--- config.mk ---
export PLATFORM = sky130hd
export DESIGN_NAME = cam_writer_flat
export DESIGN_NICKNAME = d
export VERILOG_FILES = /design/src/rtl/cam_pkg.sv /design/src/rtl/cam_writer_if.sv /design/src/rtl/cam_free_enc.sv /design/src/rtl/cam_writer.sv /design/src/flat_wrapper.sv
export SDC_FILE = /design/constraint.sdc
export NUM_CORES = 1
export LEC_CHECK = 0
export ABC_CLOCK_PERIOD_IN_PS = 2400
export CORE_MARGIN = 2
export CORE_UTILIZATION = 49
export CTS_CLUSTER_DIAMETER = 30
export CTS_CLUSTER_SIZE = 14
export DETAILED_ROUTE_END_ITERATION = 6
export GPL_ROUTABILITY_DRIVEN = 0
export PLACE_DENSITY = 0.75
export SETUP_SLACK_MARGIN = 0.1
export SYNTH_ARGS = -nofsm -noshare
export SYNTH_HDL_FRONTEND = slang
export SYNTH_SLANG_ARGS = --single-unit
--- constraint.sdc ---
create_clock -name clk -period 2.4 [get_ports clk]
set_input_delay 0.72 -clock clk [delete_from_list [all_inputs] [get_ports clk]]
set_output_delay 0.72 -clock clk [all_outputs]
set_load 0.03 [all_outputs]
--- src/rtl/cam_pkg.sv ---
`default_nettype none
// ============================================================================
// Module   : cam_pkg
// Purpose  : Shared sizes, status/op encodings and FSM states for cam_writer.
// Revision : 1.0
// ============================================================================
package cam_pkg;

   localparam int DEPTH   = 32;
   localparam int AW      = 5;
   localparam int KW      = 8;
   localparam int CAM_LAT = 1;

   typedef enum logic [1:0] {
      RSP_OK       = 2'd0,
      RSP_DUP      = 2'd1,
      RSP_FULL     = 2'd2,
      RSP_NOTFOUND = 2'd3
   } status_e;

   typedef enum logic [2:0] {
      ST_IDLE   = 3'd0,
      ST_SEARCH = 3'd1,
      ST_CHECK  = 3'd2,
      ST_WRITE  = 3'd3,
      ST_RESP   = 3'd4
   } state_e;

   typedef enum logic {
      OP_INSERT = 1'b0,
      OP_DELETE = 1'b1
   } op_e;

endpackage
`default_nettype wire

--- src/rtl/cam_writer_if.sv ---
`default_nettype none
// ============================================================================
// Module   : cam_writer_if
// Purpose  : Request/response handshake plus CAM write/search port bundle.
// Revision : 1.0
// ============================================================================
interface cam_writer_if
   import cam_pkg::*;
#(
   parameter int AW = cam_pkg::AW,
   parameter int KW = cam_pkg::KW
);
   logic          req_valid;
   logic          req_ready;
   logic          req_op;
   logic [KW-1:0] req_key;
   logic [AW-1:0] req_addr;
   logic          rsp_valid;
   logic [AW-1:0] rsp_addr;
   logic [1:0]    rsp_status;
   logic          cam_enable;
   logic          cam_write;
   logic [AW-1:0] cam_addr;
   logic [KW-1:0] cam_data;
   logic [AW-1:0] cam_out;

   modport master (
      output req_valid, req_op, req_key, req_addr, cam_out,
      input  req_ready, rsp_valid, rsp_addr, rsp_status,
             cam_enable, cam_write, cam_addr, cam_data
   );

   modport slave (
      input  req_valid, req_op, req_key, req_addr, cam_out,
      output req_ready, rsp_valid, rsp_addr, rsp_status,
             cam_enable, cam_write, cam_addr, cam_data
   );
endinterface
`default_nettype wire

--- src/rtl/cam_free_enc.sv ---
`default_nettype none
// ============================================================================
// Module   : cam_free_enc
// Purpose  : Lowest-zero priority encoder over the occupancy bitmap.
// Revision : 1.0
// ============================================================================
module cam_free_enc
   import cam_pkg::*;
#(
   parameter int DEPTH = cam_pkg::DEPTH,
   parameter int AW    = cam_pkg::AW
) (
   input  logic [DEPTH-1:0] occ,
   output logic [AW-1:0]    idx,
   output logic             none_free
);
   always_comb begin
      idx       = '0;
      none_free = &occ;
      for (int i = DEPTH - 1; i >= 0; i--) begin
         if (!occ[i]) idx = AW'(i);
      end
   end
endmodule
`default_nettype wire

--- src/rtl/cam_writer.sv ---
`default_nettype none
// ============================================================================
// Module   : cam_writer
// Purpose  : Serialised insert/delete front-end that allocates and writes CAM
//            slots. CAM_WRITER_DUP_CHECK_EN adds a search-before-insert step.
// Revision : 1.0
// ============================================================================
module cam_writer
   import cam_pkg::*;
#(
   parameter int DEPTH = cam_pkg::DEPTH,
   parameter int AW    = cam_pkg::AW,
   parameter int KW    = cam_pkg::KW
) (
   input  logic         clk,
   input  logic         rst,
   input  logic         enable,
   cam_writer_if.slave  bus,
   output logic [AW:0]  count,
   output logic         full
);
   localparam logic [AW:0] C_DEPTH = (AW + 1)'(DEPTH);

   state_e          r_state, w_state;
   logic [DEPTH-1:0] r_occ, w_occ;
   logic [AW:0]     r_count, w_count;
   logic            r_full;
   logic [KW-1:0]   r_key, w_key;
   logic            r_req_ready, w_req_ready;
   logic            r_rsp_valid, w_rsp_valid;
   logic [AW-1:0]   r_rsp_addr, w_rsp_addr;
   status_e         r_rsp_status, w_rsp_status;
   logic            r_cam_enable;
   logic            r_cam_write, w_cam_write;
   logic [AW-1:0]   r_cam_addr, w_cam_addr;
   logic [KW-1:0]   r_cam_data, w_cam_data;
   logic            w_accept, w_do_write;
   logic [AW-1:0]   w_free_idx;
   logic            w_none_free;

`ifdef CAM_WRITER_DUP_CHECK_EN
   localparam int WAIT_W = $clog2(CAM_LAT + 1);
   logic [WAIT_W-1:0] r_wait, w_wait;
   logic [KW-1:0]     r_shadow [DEPTH];
   logic              w_shadow_we;
`endif

   cam_free_enc #(.DEPTH(DEPTH), .AW(AW)) u_free_enc (
      .occ       (r_occ),
      .idx       (w_free_idx),
      .none_free (w_none_free)
   );

   always_comb begin
      w_state      = r_state;
      w_occ        = r_occ;
      w_count      = r_count;
      w_key        = r_key;
      w_req_ready  = 1'b0;
      w_rsp_valid  = r_rsp_valid;
      w_rsp_addr   = r_rsp_addr;
      w_rsp_status = r_rsp_status;
      w_cam_write  = 1'b0;
      w_cam_addr   = r_cam_addr;
      w_cam_data   = r_cam_data;
      w_do_write   = 1'b0;
`ifdef CAM_WRITER_DUP_CHECK_EN
      w_wait       = r_wait;
      w_shadow_we  = 1'b0;
`endif
      // req_ready is registered, so a handshake it advertised is honoured
      // even if enable drops on the same edge.
      w_accept = (r_state == ST_IDLE) && bus.req_valid && r_req_ready;

      if (enable || w_accept) begin
         case (r_state)
            ST_IDLE: begin
               if (w_accept) begin
                  w_key = bus.req_key;
                  if (bus.req_op == OP_DELETE) begin
                     w_state     = ST_RESP;
                     w_rsp_valid = 1'b1;
                     w_rsp_addr  = bus.req_addr;
                     if (r_occ[bus.req_addr]) begin
                        w_occ[bus.req_addr] = 1'b0;
                        w_count             = r_count - 1'b1;
                        w_rsp_status        = RSP_OK;
                     end else begin
                        w_rsp_status = RSP_NOTFOUND;
                     end
                  end else begin
`ifdef CAM_WRITER_DUP_CHECK_EN
                     w_state    = ST_SEARCH;
                     w_cam_data = bus.req_key;
                     w_wait     = WAIT_W'(CAM_LAT - 1);
`else
                     w_do_write = 1'b1;
`endif
                  end
               end
            end
`ifdef CAM_WRITER_DUP_CHECK_EN
            ST_SEARCH: begin
               if (r_wait == '0) w_state = ST_CHECK;
               else              w_wait  = r_wait - 1'b1;
            end
            ST_CHECK: begin
               // The CAM may still hold keys of deleted slots; occ masks them.
               if (r_occ[bus.cam_out] && (r_shadow[bus.cam_out] == r_key)) begin
                  w_state      = ST_RESP;
                  w_rsp_valid  = 1'b1;
                  w_rsp_status = RSP_DUP;
                  w_rsp_addr   = bus.cam_out;
               end else if (w_none_free) begin
                  w_state      = ST_RESP;
                  w_rsp_valid  = 1'b1;
                  w_rsp_status = RSP_FULL;
                  w_rsp_addr   = '0;
               end else begin
                  w_do_write = 1'b1;
               end
            end
`endif
            ST_WRITE: begin
               w_state     = ST_RESP;
               w_rsp_valid = 1'b1;
            end
            ST_RESP: begin
               w_state     = ST_IDLE;
               w_rsp_valid = 1'b0;
            end
            default: w_state = ST_IDLE;
         endcase

         if (w_do_write) begin
            w_state = ST_WRITE;
            if (w_none_free) begin
               w_rsp_status = RSP_FULL;
               w_rsp_addr   = '0;
            end else begin
               w_cam_write          = 1'b1;
               w_cam_addr           = w_free_idx;
               w_cam_data           = w_key;
               w_occ[w_free_idx]    = 1'b1;
               w_count              = r_count + 1'b1;
               w_rsp_status         = RSP_OK;
               w_rsp_addr           = w_free_idx;
`ifdef CAM_WRITER_DUP_CHECK_EN
               w_shadow_we          = 1'b1;
`endif
            end
         end
         w_req_ready = enable && (w_state == ST_IDLE);
      end
   end

   always_ff @(posedge clk) begin
      if (rst) begin
         r_state      <= ST_IDLE;
         r_occ        <= '0;
         r_count      <= '0;
         r_full       <= 1'b0;
         r_key        <= '0;
         r_req_ready  <= 1'b0;
         r_rsp_valid  <= 1'b0;
         r_rsp_addr   <= '0;
         r_rsp_status <= RSP_OK;
         r_cam_enable <= 1'b0;
         r_cam_write  <= 1'b0;
         r_cam_addr   <= '0;
         r_cam_data   <= '0;
`ifdef CAM_WRITER_DUP_CHECK_EN
         r_wait       <= '0;
`endif
      end else begin
         r_state      <= w_state;
         r_occ        <= w_occ;
         r_count      <= w_count;
         r_full       <= (w_count == C_DEPTH);
         r_key        <= w_key;
         r_req_ready  <= w_req_ready;
         r_rsp_valid  <= w_rsp_valid;
         r_rsp_addr   <= w_rsp_addr;
         r_rsp_status <= w_rsp_status;
         r_cam_enable <= enable;
         r_cam_write  <= w_cam_write;
         r_cam_addr   <= w_cam_addr;
         r_cam_data   <= w_cam_data;
`ifdef CAM_WRITER_DUP_CHECK_EN
         r_wait       <= w_wait;
`endif
      end
   end

`ifdef CAM_WRITER_DUP_CHECK_EN
   always_ff @(posedge clk) begin
      if (w_shadow_we) r_shadow[w_free_idx] <= w_key;
   end
`endif

   assign bus.req_ready  = r_req_ready;
   assign bus.rsp_valid  = r_rsp_valid;
   assign bus.rsp_addr   = r_rsp_addr;
   assign bus.rsp_status = r_rsp_status;
   assign bus.cam_enable = r_cam_enable;
   assign bus.cam_write  = r_cam_write;
   assign bus.cam_addr   = r_cam_addr;
   assign bus.cam_data   = r_cam_data;
   assign count          = r_count;
   assign full           = r_full;
endmodule
`default_nettype wire
--- src/flat_wrapper.sv ---
// flat-port wrapper written by rule: the top's interface ports become plain ports
module cam_writer_flat import cam_pkg::*;
#(
   parameter int DEPTH = cam_pkg::DEPTH,
   parameter int AW    = cam_pkg::AW,
   parameter int KW    = cam_pkg::KW
)
  (clk, rst, enable, count, full, bus_req_valid, bus_req_op, bus_req_key, bus_req_addr, bus_cam_out, bus_req_ready, bus_rsp_valid, bus_rsp_addr, bus_rsp_status, bus_cam_enable, bus_cam_write, bus_cam_addr, bus_cam_data);
  cam_writer_if #(.AW(AW), .KW(KW)) bus_i ();
  input  logic clk;
  input  logic rst;
  input  logic enable;
  output logic [AW:0] count;
  output logic full;
  input wire logic [$bits(bus_i.req_valid)-1:0] bus_req_valid;
  input wire logic [$bits(bus_i.req_op)-1:0] bus_req_op;
  input wire logic [$bits(bus_i.req_key)-1:0] bus_req_key;
  input wire logic [$bits(bus_i.req_addr)-1:0] bus_req_addr;
  input wire logic [$bits(bus_i.cam_out)-1:0] bus_cam_out;
  output wire logic [$bits(bus_i.req_ready)-1:0] bus_req_ready;
  output wire logic [$bits(bus_i.rsp_valid)-1:0] bus_rsp_valid;
  output wire logic [$bits(bus_i.rsp_addr)-1:0] bus_rsp_addr;
  output wire logic [$bits(bus_i.rsp_status)-1:0] bus_rsp_status;
  output wire logic [$bits(bus_i.cam_enable)-1:0] bus_cam_enable;
  output wire logic [$bits(bus_i.cam_write)-1:0] bus_cam_write;
  output wire logic [$bits(bus_i.cam_addr)-1:0] bus_cam_addr;
  output wire logic [$bits(bus_i.cam_data)-1:0] bus_cam_data;
  assign bus_i.req_valid = bus_req_valid;
  assign bus_i.req_op = bus_req_op;
  assign bus_i.req_key = bus_req_key;
  assign bus_i.req_addr = bus_req_addr;
  assign bus_i.cam_out = bus_cam_out;
  assign bus_req_ready = bus_i.req_ready;
  assign bus_rsp_valid = bus_i.rsp_valid;
  assign bus_rsp_addr = bus_i.rsp_addr;
  assign bus_rsp_status = bus_i.rsp_status;
  assign bus_cam_enable = bus_i.cam_enable;
  assign bus_cam_write = bus_i.cam_write;
  assign bus_cam_addr = bus_i.cam_addr;
  assign bus_cam_data = bus_i.cam_data;
  cam_writer #(.DEPTH(DEPTH), .AW(AW), .KW(KW)) u_core (.clk(clk), .rst(rst), .enable(enable), .bus(bus_i), .count(count), .full(full));
endmodule
# Word level (Yosys, flattened, before mapping)
# Index checks and enable logic that the tools add are counted.
dict set report op_classes {
  add_sub_neg 2
  n_mul 0
  div 0
  magnitude_cmp 4
  eq_ne 5
  shifts 0
  n_mux 78
  n_bitwise 6
  n_reduce_logical 18
}
# operator count
set ops {}
lappend ops {{$mux 32} 7}
lappend ops {{$mux 5} 37}
lappend ops {{$mux 6} 7}
lappend ops {{$and 32x32->32} 1}
lappend ops {{$not 32->32} 1}
lappend ops {{$or 32x32->32} 1}
lappend ops {{$reduce_and 32->1} 1}
lappend ops {{$mux 8} 2}
lappend ops {{$lt 5x6->1 const B} 2}
lappend ops {{$mux 2} 6}
lappend ops {{$mux 3} 4}
lappend ops {{$demux 1 s5} 2}
lappend ops {{$ge 5x1->1 const B} 2}
lappend ops {{$mux 1} 10}
lappend ops {{$reduce_and 4->1} 2}
lappend ops {{$add 6x1->6 const B} 1}
lappend ops {{$eq 6x6->1 const B} 1}
lappend ops {{$logic_not 3->1} 2}
lappend ops {{$pmux 3 s2} 1}
lappend ops {{$reduce_bool 2->1} 3}
lappend ops {{$sub 6x1->6 const B} 1}
lappend ops {{$bmux 1 s5} 1}
lappend ops {{$logic_and 1x1->1} 5}
lappend ops {{$eq 3x2->1 const B} 1}
lappend ops {{other kinds (10)} 12}
dict set report word_totals {
  regBits 74
  latch_bits 0
  ram_bits 0
  rom_bits 0
  inputBits 23
  out_inout_bits 31
  wordCells 126
  mem_count 0
}

# Depth between registers and ports, before layout
# Gate-level depths: netlist of run 1.
dict set report depth {
  word_depth 39
  depth_mapped 9
  ltp_nobuf 7
}

# Hierarchy
# Synthesis of run 1 repeated with hierarchy kept, for this count alone.
dict set report unflattened {
  hier_cells 453
  hier_area_um2 3673.5
}
# mod instances cells_each area_each_um2 seq_area_each_um2
set by_module_without_submodules {}
lappend by_module_without_submodules {cam_writer 1 386 3299.4 1321.3}
lappend by_module_without_submodules {cam_free_enc 1 67 374.1 0.0}

# Worst setup path before layout of run 1
# No wires, ideal clock.
dict set report synth_path {
  kind {input-to-reg}
  startpoint {in bus_req_addr[2]}
  endpoint {reg u_core.r_full (netlist: u_core.full)}
  arrival_ps 2470
  setup_slack_ps -158
  stages 8
  path_buffers 1
  cell_sequence {clkbuf_1 -> or3b_2 -> o22ai_1 -> nor3_4 -> a31oi_1 -> xor2_1 -> o21ai_0 -> nor4_2}
}
dict set report synth_via {
  elab_chain_cells 10
}
# item line_no
set synth_lines {}
lappend synth_lines {{start: declaration} flat_wrapper.sv:18} ;# input wire logic [$bits(bus_i.req_addr)-1:0] bus_req_addr;
lappend synth_lines {{$bmux 1 s5 *} cam_writer.sv:84} ;# if (r_occ[bus.req_addr]) begin
lappend synth_lines {{$mux 1 (implied by the code) *} cam_writer.sv:84}
lappend synth_lines {{$mux 6 *} cam_writer.sv:84}
lappend synth_lines {{$mux 6 *} cam_writer.sv:80} ;# if (bus.req_op == OP_DELETE) begin
lappend synth_lines {{$mux 6 *} cam_writer.sv:78} ;# if (w_accept) begin
lappend synth_lines {{$mux 6 *} cam_writer.sv:76} ;# case (r_state)
lappend synth_lines {{$mux 6} cam_writer.sv:137} ;# if (w_none_free) begin
lappend synth_lines {{$mux 6 *} cam_writer.sv:135} ;# if (w_do_write) begin
lappend synth_lines {{$mux 6 *} cam_writer.sv:75} ;# if (enable || w_accept) begin
lappend synth_lines {{$eq 6x6->1 *} cam_writer.sv:179} ;# r_full <= (w_count == C_DEPTH);
lappend synth_lines {{end signal: assignment} cam_writer.sv:179}
lappend synth_lines {{end: declaration} cam_writer.sv:27} ;# logic r_full;
# Mark *: on every way between the ends. The rest lies on a longest branch, timed or not. The select of a mux whose other input is x is not followed.
# A chain may end at the register's enable or synchronous reset.

# Worst setup path after layout of run 1
dict set report layout_path {
  startpoint {in bus_req_addr[0]}
  endpoint {reg u_core.r_full (netlist: u_core.full)}
}
# Same word-level chain as after synthesis.

==> metrics.log, run 1 <==
[metrics] final-report max-slew violation count: 0
[metrics] Post-Synthesis Cells: 429
[metrics] number of placed cells counting well taps: 640
[metrics] fin worst setup slack: -0.05621 ns
[metrics] Worst VDD drop: 328.9 µV
[metrics] number of enable flip-flop cells after synthesis: 0
[metrics] # DRC: 9
[metrics] XOR/XNOR Fraction of Synth Area: 0.009396
[metrics] largest stage delay on the critical path: 0.50 ns
[metrics] number of ports placed on the die boundary: 54
[metrics] Initial Utilization: 0.5113
[metrics] post-route ant nets: 0
[metrics] largest family of logic cells by synthesized area: compound AO/OA/AOI/OAI gates
[metrics] Post-Synthesis Net Count: approximately 450
[metrics] share of post-route cells with drive strength above 1: 0.2965
[metrics] upper clock frequency limit: between 400 and 500 MHz
[metrics] Reg clk slew, reported paths: roughly 0.080 ns
[metrics] total number of nets in the final design: between 500 and 600
[metrics] simple-gate share of the synthesized area: 0.2235
[metrics] sequential group share of total power: 0.476
[metrics] Die Wd: 91.23 µm
[metrics] Area Growth Syn to Fin: 48.25%
[metrics] core outline area: roughly 0.0073 mm²
[metrics] path category of the worst min-delay check: flip-flop to flip-flop
[metrics] count of buffers inserted at the top-level ports: 48
[metrics] sequential fraction of the synthesis area: 0.3973
[metrics] most common flop cell mapped by yosys: sky130_fd_sc_hd__dfxtp_1
[metrics] CTS hold repair buffers: 0
[metrics] final HPWL from detailed placement: 8895 µm
[metrics] multiplexer fraction of the synthesized cell area: 0.07819
[metrics] via/cell ratio: 6.363
[metrics] switching power share of the total: 0.2810
[metrics] count of final setup violators: 3
[metrics] number of clock buffers inserted by TritonCTS: 9
[metrics] violated checks: design-rule violations, negative setup slack
[metrics] Layout Skew: 0.01032 ns
[metrics] fin cells: 669
[metrics] clock root buffer: sky130_fd_sc_hd__clkbuf_8
[metrics] # rows: 31
[metrics] max_cap viols: 0
[metrics] Antenna diodes: 0
[metrics] Distinct cells, synth: 55
[metrics] share of the clock period used by the worst path: 1.023
[metrics] overall die area: around 0.0083 mm²
[metrics] endpoint required time on the critical path: 2.67 ns
[metrics] filler instances: 512
[metrics] worst-path maximum fanout: 7
[metrics] detailed router's first-iteration violation count: 445
[metrics] utilization after layout: 0.7581
[metrics] sequential cell area: around 0.0015 mm²
[metrics] arrival time of the worst setup path: roughly 2.7 ns
[metrics] Top cell by count, worst path: sky130_fd_sc_hd__buf_12
[metrics] cell with the biggest individual delay on the critical path: sky130_fd_sc_hd__mux4_2
[metrics] main area contributors after synthesis: sky130_fd_sc_hd__dfxtp_1 (40%), sky130_fd_sc_hd__mux4_2 (4.8%), sky130_fd_sc_hd__nor2_1 (4.4%)
[metrics] areal power density over the cells: 480.9 mW/mm²
[metrics] number of global-route vias before repair: 4115
[metrics] TritonCTS clock tree: built
[metrics] async set or reset register ratio after synthesis: 0
[metrics] number of vias in the routed layout: around 4300
[metrics] critical-path cell list: buf_12 -> buf_12 -> mux4_2 -> mux2_4 -> a2bb2oi_4 -> buf_6 -> a2111oi_4 -> o21ai_1 -> nor4_2
[metrics] critical path class: input port to flip-flop
[metrics] total of flip-flops plus latches after synthesis: 74
[metrics] total wirelength of the detailed-routed design: 13080 µm
[metrics] area used by multi-input combinational logic: ~0.0024 mm²
[metrics] net switching component of the power: 0.7468 mW
[metrics] buffer levels on the longest clock path: 2
[metrics] clock latency of the later-clocked register in the worst-skew pair: 0.36 ns
[metrics] portion of total power attributed to the clock network: 0.385
[metrics] share of synthesized cell area in full adder, half adder and majority cells: 0.006711
[metrics] aggregate global-route resource usage: 0.3067
[metrics] cell area after technology mapping: between 0.003 and 0.004 mm²
[metrics] post-synthesis compound-gate area fraction: 0.2483
[metrics] internal power: between 1.5 and 2 mW
[metrics] crit end category: flip-flop
[metrics] number of antenna violations at the first check in global routing: 0
[metrics] setup repair after global routing missed its margin: yes
[metrics] tightest slew margin relative to the limit: 0.5050
[metrics] number of H-tree branching levels: 3
[metrics] portion of total power attributed to combinational logic: 0.139
[metrics] post-layout min period: 2.456 ns
[metrics] post-layout total power: 2.658 mW
[metrics] wire length per cell after detailed routing: just under 20 µm
[metrics] total congestion overflow after global routing: 0
[metrics] most used standard cell by instance count after synthesis: sky130_fd_sc_hd__dfxtp_1
[metrics] die extent in y: a little over 90 µm
[metrics] leakage power: ~2 nW
[metrics] list of most frequent post-synthesis cells: sky130_fd_sc_hd__dfxtp_1 (74), sky130_fd_sc_hd__nor2_1 (44), sky130_fd_sc_hd__nand2_1 (40)
[metrics] area fraction of the dominant cell type after synthesis: 0.3973
[metrics] Final Hold Viols: 0
[metrics] Worst Tran Pin Value: about 0.74 ns
[metrics] wire length of the first global-routing pass: slightly above 20000 µm
[metrics] buffers and inverters on the worst path: 3
[metrics] yosys synthesis warning count: 0
[metrics] CTS sink cnt: 74
[metrics] crit-path leading delay family: multiplexers
[metrics] largest net degree at the start of global routing: 35
[metrics] element type at the critical path start: input port
[metrics] status: finished, violations left
[metrics] average cell area after synthesis: slightly below 9 µm²
[metrics] Detailed Routing Iterations Pass 1: 7
[metrics] Synth area leader: sky130_fd_sc_hd__dfxtp_1
-- timing repair --
item / 4_1_cts / 5_1_grt
buffers inserted: 11 / 1
resized for setup: 55 / 26
endpoints found under the setup margin: 48 / 44
cloned: 1 / 0
pin swaps: 13 / 11
-- power groups by stage --
stage / clock network (mW) / logic, mW / registers, mW
floorplan: 0 / 0.139 / 1.32
global placement: 0 / 0.306 / 1.29
detailed placement: 0 / 0.313 / 1.29
CTS: 1.02 / 0.349 / 1.26
global route: 1.07 / 0.387 / 1.27
finish: 1.02 / 0.370 / 1.26
-- registers in the layout (all words and copies together) (netlist names) --
register               count
u_core.bus.cam_data        8
u_core.bus.rsp_addr        5
u_core.bus.rsp_status      2
u_core.r_occ              32
u_core.bus.cam_addr        5
u_core.bus.req_ready       1
u_core.r_state             3
u_core.count               6
u_core.bus.cam_enable      1
u_core.bus.rsp_valid       1
u_core.r_key               8
u_core.full                1
u_core.bus.cam_write       1
-- worst paths after layout --
path | from | to | slack [ns] | depth (start not counted)
worst max-delay path | bus_req_addr[0] | u_core.full | -0.06 | 9
worst min-delay path | u_core.bus.cam_addr[3] | u_core.bus.cam_addr[3] | 0.46 | 2
worst max register to register | u_core.r_occ[7] | u_core.count[5] | 0.03 | 7
worst min register to register | u_core.bus.cam_addr[3] | u_core.bus.cam_addr[3] | 0.46 | 2
-- worst register-to-register path, delay by kind of cell (launching register included) --
family          cells  cell delay (ns)
simple gates        3             1.13
compound gates      2             0.43
flops               1             0.34
mux                 1             0.30
buf+inv             1             0.07
-- cell families (layout without fill, tap and decap cells) --
| family | count (synthesis) | after routing |
|---|---|---|
| xor gates and xnor gates | 4 | 4 |
| AOI/OAI and AO/OA | 138 | 138 |
| muxes | 19 | 19 |
| buffers and inverters | 34 | 175 |
| DFF | 74 | 74 |
| adders and majority gates | 2 | 2 |
| and+or+nand+nor | 158 | 158 |
-- cell usage in the layout (no fill, tap or decap), types with 3 or more instances in the layout --
cell	instances
sky130_fd_sc_hd__nand3_1	16
sky130_fd_sc_hd__dlygate4sd2_1	5
sky130_fd_sc_hd__and2_1	3
sky130_fd_sc_hd__nand2b_1	5
sky130_fd_sc_hd__a21oi_1	21
sky130_fd_sc_hd__buf_6	6
sky130_fd_sc_hd__nand2_1	38
sky130_fd_sc_hd__a31oi_1	8
sky130_fd_sc_hd__clkbuf_8	9
sky130_fd_sc_hd__o311ai_2	13
sky130_fd_sc_hd__nor2b_1	3
sky130_fd_sc_hd__nand3b_1	4
sky130_fd_sc_hd__dfxtp_1	74
sky130_fd_sc_hd__mux2i_1	8
sky130_fd_sc_hd__o31ai_1	7
sky130_fd_sc_hd__a211oi_1	9
sky130_fd_sc_hd__inv_1	15
sky130_fd_sc_hd__a311oi_1	3
sky130_fd_sc_hd__o211ai_1	11
sky130_fd_sc_hd__and3_1	3
sky130_fd_sc_hd__o21ai_1	23
sky130_fd_sc_hd__buf_12	3
sky130_fd_sc_hd__or2_2	5
sky130_fd_sc_hd__nand4_1	15
sky130_fd_sc_hd__buf_4	86
sky130_fd_sc_hd__o21ai_0	16
sky130_fd_sc_hd__inv_6	3
sky130_fd_sc_hd__nor2_1	43
sky130_fd_sc_hd__clkdlybuf4s50_1	37
sky130_fd_sc_hd__o311ai_1	11
sky130_fd_sc_hd__mux4_2	8
-- area by class of cell --
type	count	share of cell area
timing repair buffer	144	0.2318
sequential	74	0.2680
clock buffer	9	0.02241
clock inverter	7	0.01494
tap	99	0.02241
multi-input combinational	321	0.4303
inverter	15	0.01019
-- routing by layer --
metal  part of all wire  global-route usage  wire, µm
met3               0.10             0.07718      1335
met2               0.47              0.5167      6165
met5                  0                   0         0
met1               0.38              0.3738      5029
met4              0.042              0.1250       546
-- stage by stage --
stage                     hold WS, ns  cell area [µm²]  worst slack [ns]   TNS [ns]
after global routing           0.4791             5528           -0.1526     -1.279
final                          0.4626             5528          -0.05621   -0.08440
after floorplan                0.4564             3817         -0.002994  -0.002994
after CTS                      0.4625             5431          0.006773          0
after global placement         0.4455             4954           -0.6964     -28.62
after detailed placement       0.4513             4954           -0.7894     -31.36
No activity file was read; power rests on OpenSTA's default activity.
==> inputs of run 2 (changes only) <==
--- a/config.mk
+++ b/config.mk
@@ -7,12 +7,13 @@
 export LEC_CHECK = 0
 export ABC_CLOCK_PERIOD_IN_PS = 2400
 export CORE_MARGIN = 2
-export CORE_UTILIZATION = 49
+export CORE_UTILIZATION = 45
+export CTS_BUF_LIST = sky130_fd_sc_hd__clkbuf_4
 export CTS_CLUSTER_DIAMETER = 30
 export CTS_CLUSTER_SIZE = 14
 export DETAILED_ROUTE_END_ITERATION = 6
 export GPL_ROUTABILITY_DRIVEN = 0
-export PLACE_DENSITY = 0.75
+export PLACE_DENSITY = 0.7
 export SETUP_SLACK_MARGIN = 0.1
 export SYNTH_ARGS = -nofsm -noshare
 export SYNTH_HDL_FRONTEND = slang
==> metrics.log, run 2 (synthesis results as in run 1) <==
[metrics] Initial Utilization: 0.4584
[metrics] overall die area: 0.009030 mm²
[metrics] areal power density over the cells: 458.9 mW/mm²
[metrics] number of placed cells counting well taps: 645
[metrics] Antenna diodes: 0
[metrics] status: finished, violations left
[metrics] fin cells: 681
[metrics] endpoint required time on the critical path: about 2.8 ns
[metrics] number of clock buffers inserted by TritonCTS: 9
[metrics] crit end category: flip-flop
[metrics] buffer levels on the longest clock path: 2
[metrics] final-report max-slew violation count: 0
[metrics] upper clock frequency limit: just over 400 MHz
[metrics] largest stage delay on the critical path: 0.40 ns
[metrics] aggregate global-route resource usage: 0.3024
[metrics] count of final setup violators: 1
[metrics] leakage power: 2.085 nW
[metrics] cell with the biggest individual delay on the critical path: sky130_fd_sc_hd__or3b_4
[metrics] worst-path maximum fanout: 6
[metrics] clock latency of the later-clocked register in the worst-skew pair: 0.46 ns
[metrics] clock root buffer: sky130_fd_sc_hd__clkbuf_4
[metrics] Worst Hold Slack: between 0.4 and 0.5 ns
[metrics] Area Growth Syn to Fin: 53.49%
[metrics] Die Wd: about 95 µm
[metrics] tightest slew margin relative to the limit: 0.5366
[metrics] # rows: 33
[metrics] Detailed Routing Iterations Pass 1: 6
[metrics] total placed instance area: 0.004966 mm²
[metrics] GR met1 Demand/Resource: 0.3927
[metrics] core outline area: 0.008134 mm²
[metrics] via/cell ratio: 6.272
[metrics] CTS sink cnt: 74
[metrics] detailed router's first-iteration violation count: 414
[metrics] setup repair after global routing missed its margin: yes
[metrics] max_cap viols: 0
[metrics] number of ports placed on the die boundary: 54
[metrics] commonest non-fill, non-tap cells in the layout: sky130_fd_sc_hd__buf_4 (86), sky130_fd_sc_hd__dfxtp_1 (67), sky130_fd_sc_hd__nor2_1 (42)
[metrics] largest net degree at the start of global routing: 35
[metrics] path category of the worst min-delay check: flip-flop to flip-flop
[metrics] share of post-route cells with drive strength above 1: 0.3212
[metrics] post-route ant nets: 0
[metrics] number of vias in the routed layout: 4271
[metrics] number of antenna violations at the first check in global routing: 0
[metrics] Layout Skew: 0.01330 ns
[metrics] Final Hold Viols: 0
[metrics] Reg clk slew, reported paths: ~0.14 ns
[metrics] commonest non-fill, non-tap cell in the layout: sky130_fd_sc_hd__buf_4
[metrics] max reg flops: 32
[metrics] element type at the critical path start: input port
[metrics] count of buffers inserted at the top-level ports: 48
[metrics] final HPWL from detailed placement: between 8000 and 9000 µm
[metrics] critical-path cell list: dlygate4sd2_1 -> buf_4 -> or3b_4 -> o22ai_4 -> nor3_4 -> buf_6 -> a31oi_4 -> xor2_2 -> o21ai_1 -> nor4_2
[metrics] share of the clock period used by the worst path: 1.016
[metrics] Most flops, register: u_core.r_occ
[metrics] post-layout min period: 2.439 ns
[metrics] total number of nets in the final design: 596
[metrics] total wirelength of the detailed-routed design: about 14000 µm
[metrics] violated checks: negative setup slack
[metrics] wire length per cell after detailed routing: 20.30 µm
[metrics] number of global-route vias before repair: 4076
[metrics] final std cell area, no fill: 0.005723 mm²
[metrics] # DRC: 0
[metrics] arrival time of the worst setup path: 2.80 ns
[metrics] Worst Tran Pin Value: between 0.6 and 0.7 ns
[metrics] grt met2 use: 0.4941
[metrics] number of H-tree branching levels: 3
[metrics] critical path class: input port to flip-flop
[metrics] total congestion overflow after global routing: 0
[metrics] die extent in y: 95.03 µm
[metrics] Top Usage Layer GRT: met2
[metrics] met3 track utilization from global routing: 0.04585
[metrics] wire length of the first global-routing pass: 20710 µm
[metrics] TritonCTS clock tree: built
[metrics] Worst VDD drop: 337.6 µV
[metrics] fin worst setup slack: -0.03928 ns
-- run 2: layout make-up --
class / count / area, µm²
sequential: 74 / 1490
multi-input combinational: 321 / 2490
clock buffer: 9 / 67.56
fill: 628 / 2411
timing repair buffer: 150 / 1386
inverter: 15 / 56.30
clock inverter: 7 / 101.3
tap: 105 / 131.4
-- run 2: worst paths after layout --
path | cells after the start | endpoint | start | slack, ns
max | 10 | u_core.full | bus_req_addr[4] | -0.04
min | 2 | u_core.bus.cam_addr[3] | u_core.bus.cam_addr[3] | 0.47
max reg2reg | 9 | u_core.full | u_core.r_occ[23] | -0.03
min reg2reg | 2 | u_core.bus.cam_addr[3] | u_core.bus.cam_addr[3] | 0.47
-- run 2: routing by layer --
layer  wire (µm)  share of wire
met1        5479           0.40
met2        6714           0.49
met3        1122          0.081
met4         505          0.037
met5           0              0
-- run 2: repair_timing --
item                       4_1_cts  5_1_grt
buffers inserted                13        4
hold buffers                     0        0
cloned                           3        0
pin swaps                       18       21
setup endpoints to repair       48       39
resized for setup               57       40
-- run 2: worst max-delay path, delay by kind of cell --
kind / cells / cell delay (ns)
simple gates: 3 / 0.74
buf+inv: 3 / 0.64
compound gates: 3 / 0.51
xor+xnor: 1 / 0.20
-- run 2: per-stage QoR --
stage	total power [mW]	TNS [ns]	setup WS, ns	utilization
after CTS	2.578	0	0.05399	0.6744
final	2.626	-0.03928	-0.03928	0.7036
after detailed placement	1.602	-31.96	-0.8107	0.6105
after global routing	2.696	-0.1876	-0.05716	0.7036
after floorplan	1.459	-0.002994	-0.002994	-
after global placement	1.598	-29.56	-0.7311	0.6105
-- run 2: where the power goes --
part           leakage [nW]  total [mW]  switching (mW)  internal [mW]
clock                0.0901       0.959           0.526          0.433
combinational          1.39       0.401           0.219          0.182
sequential            0.602        1.27          0.0167           1.25
total                  2.08        2.63           0.761           1.87
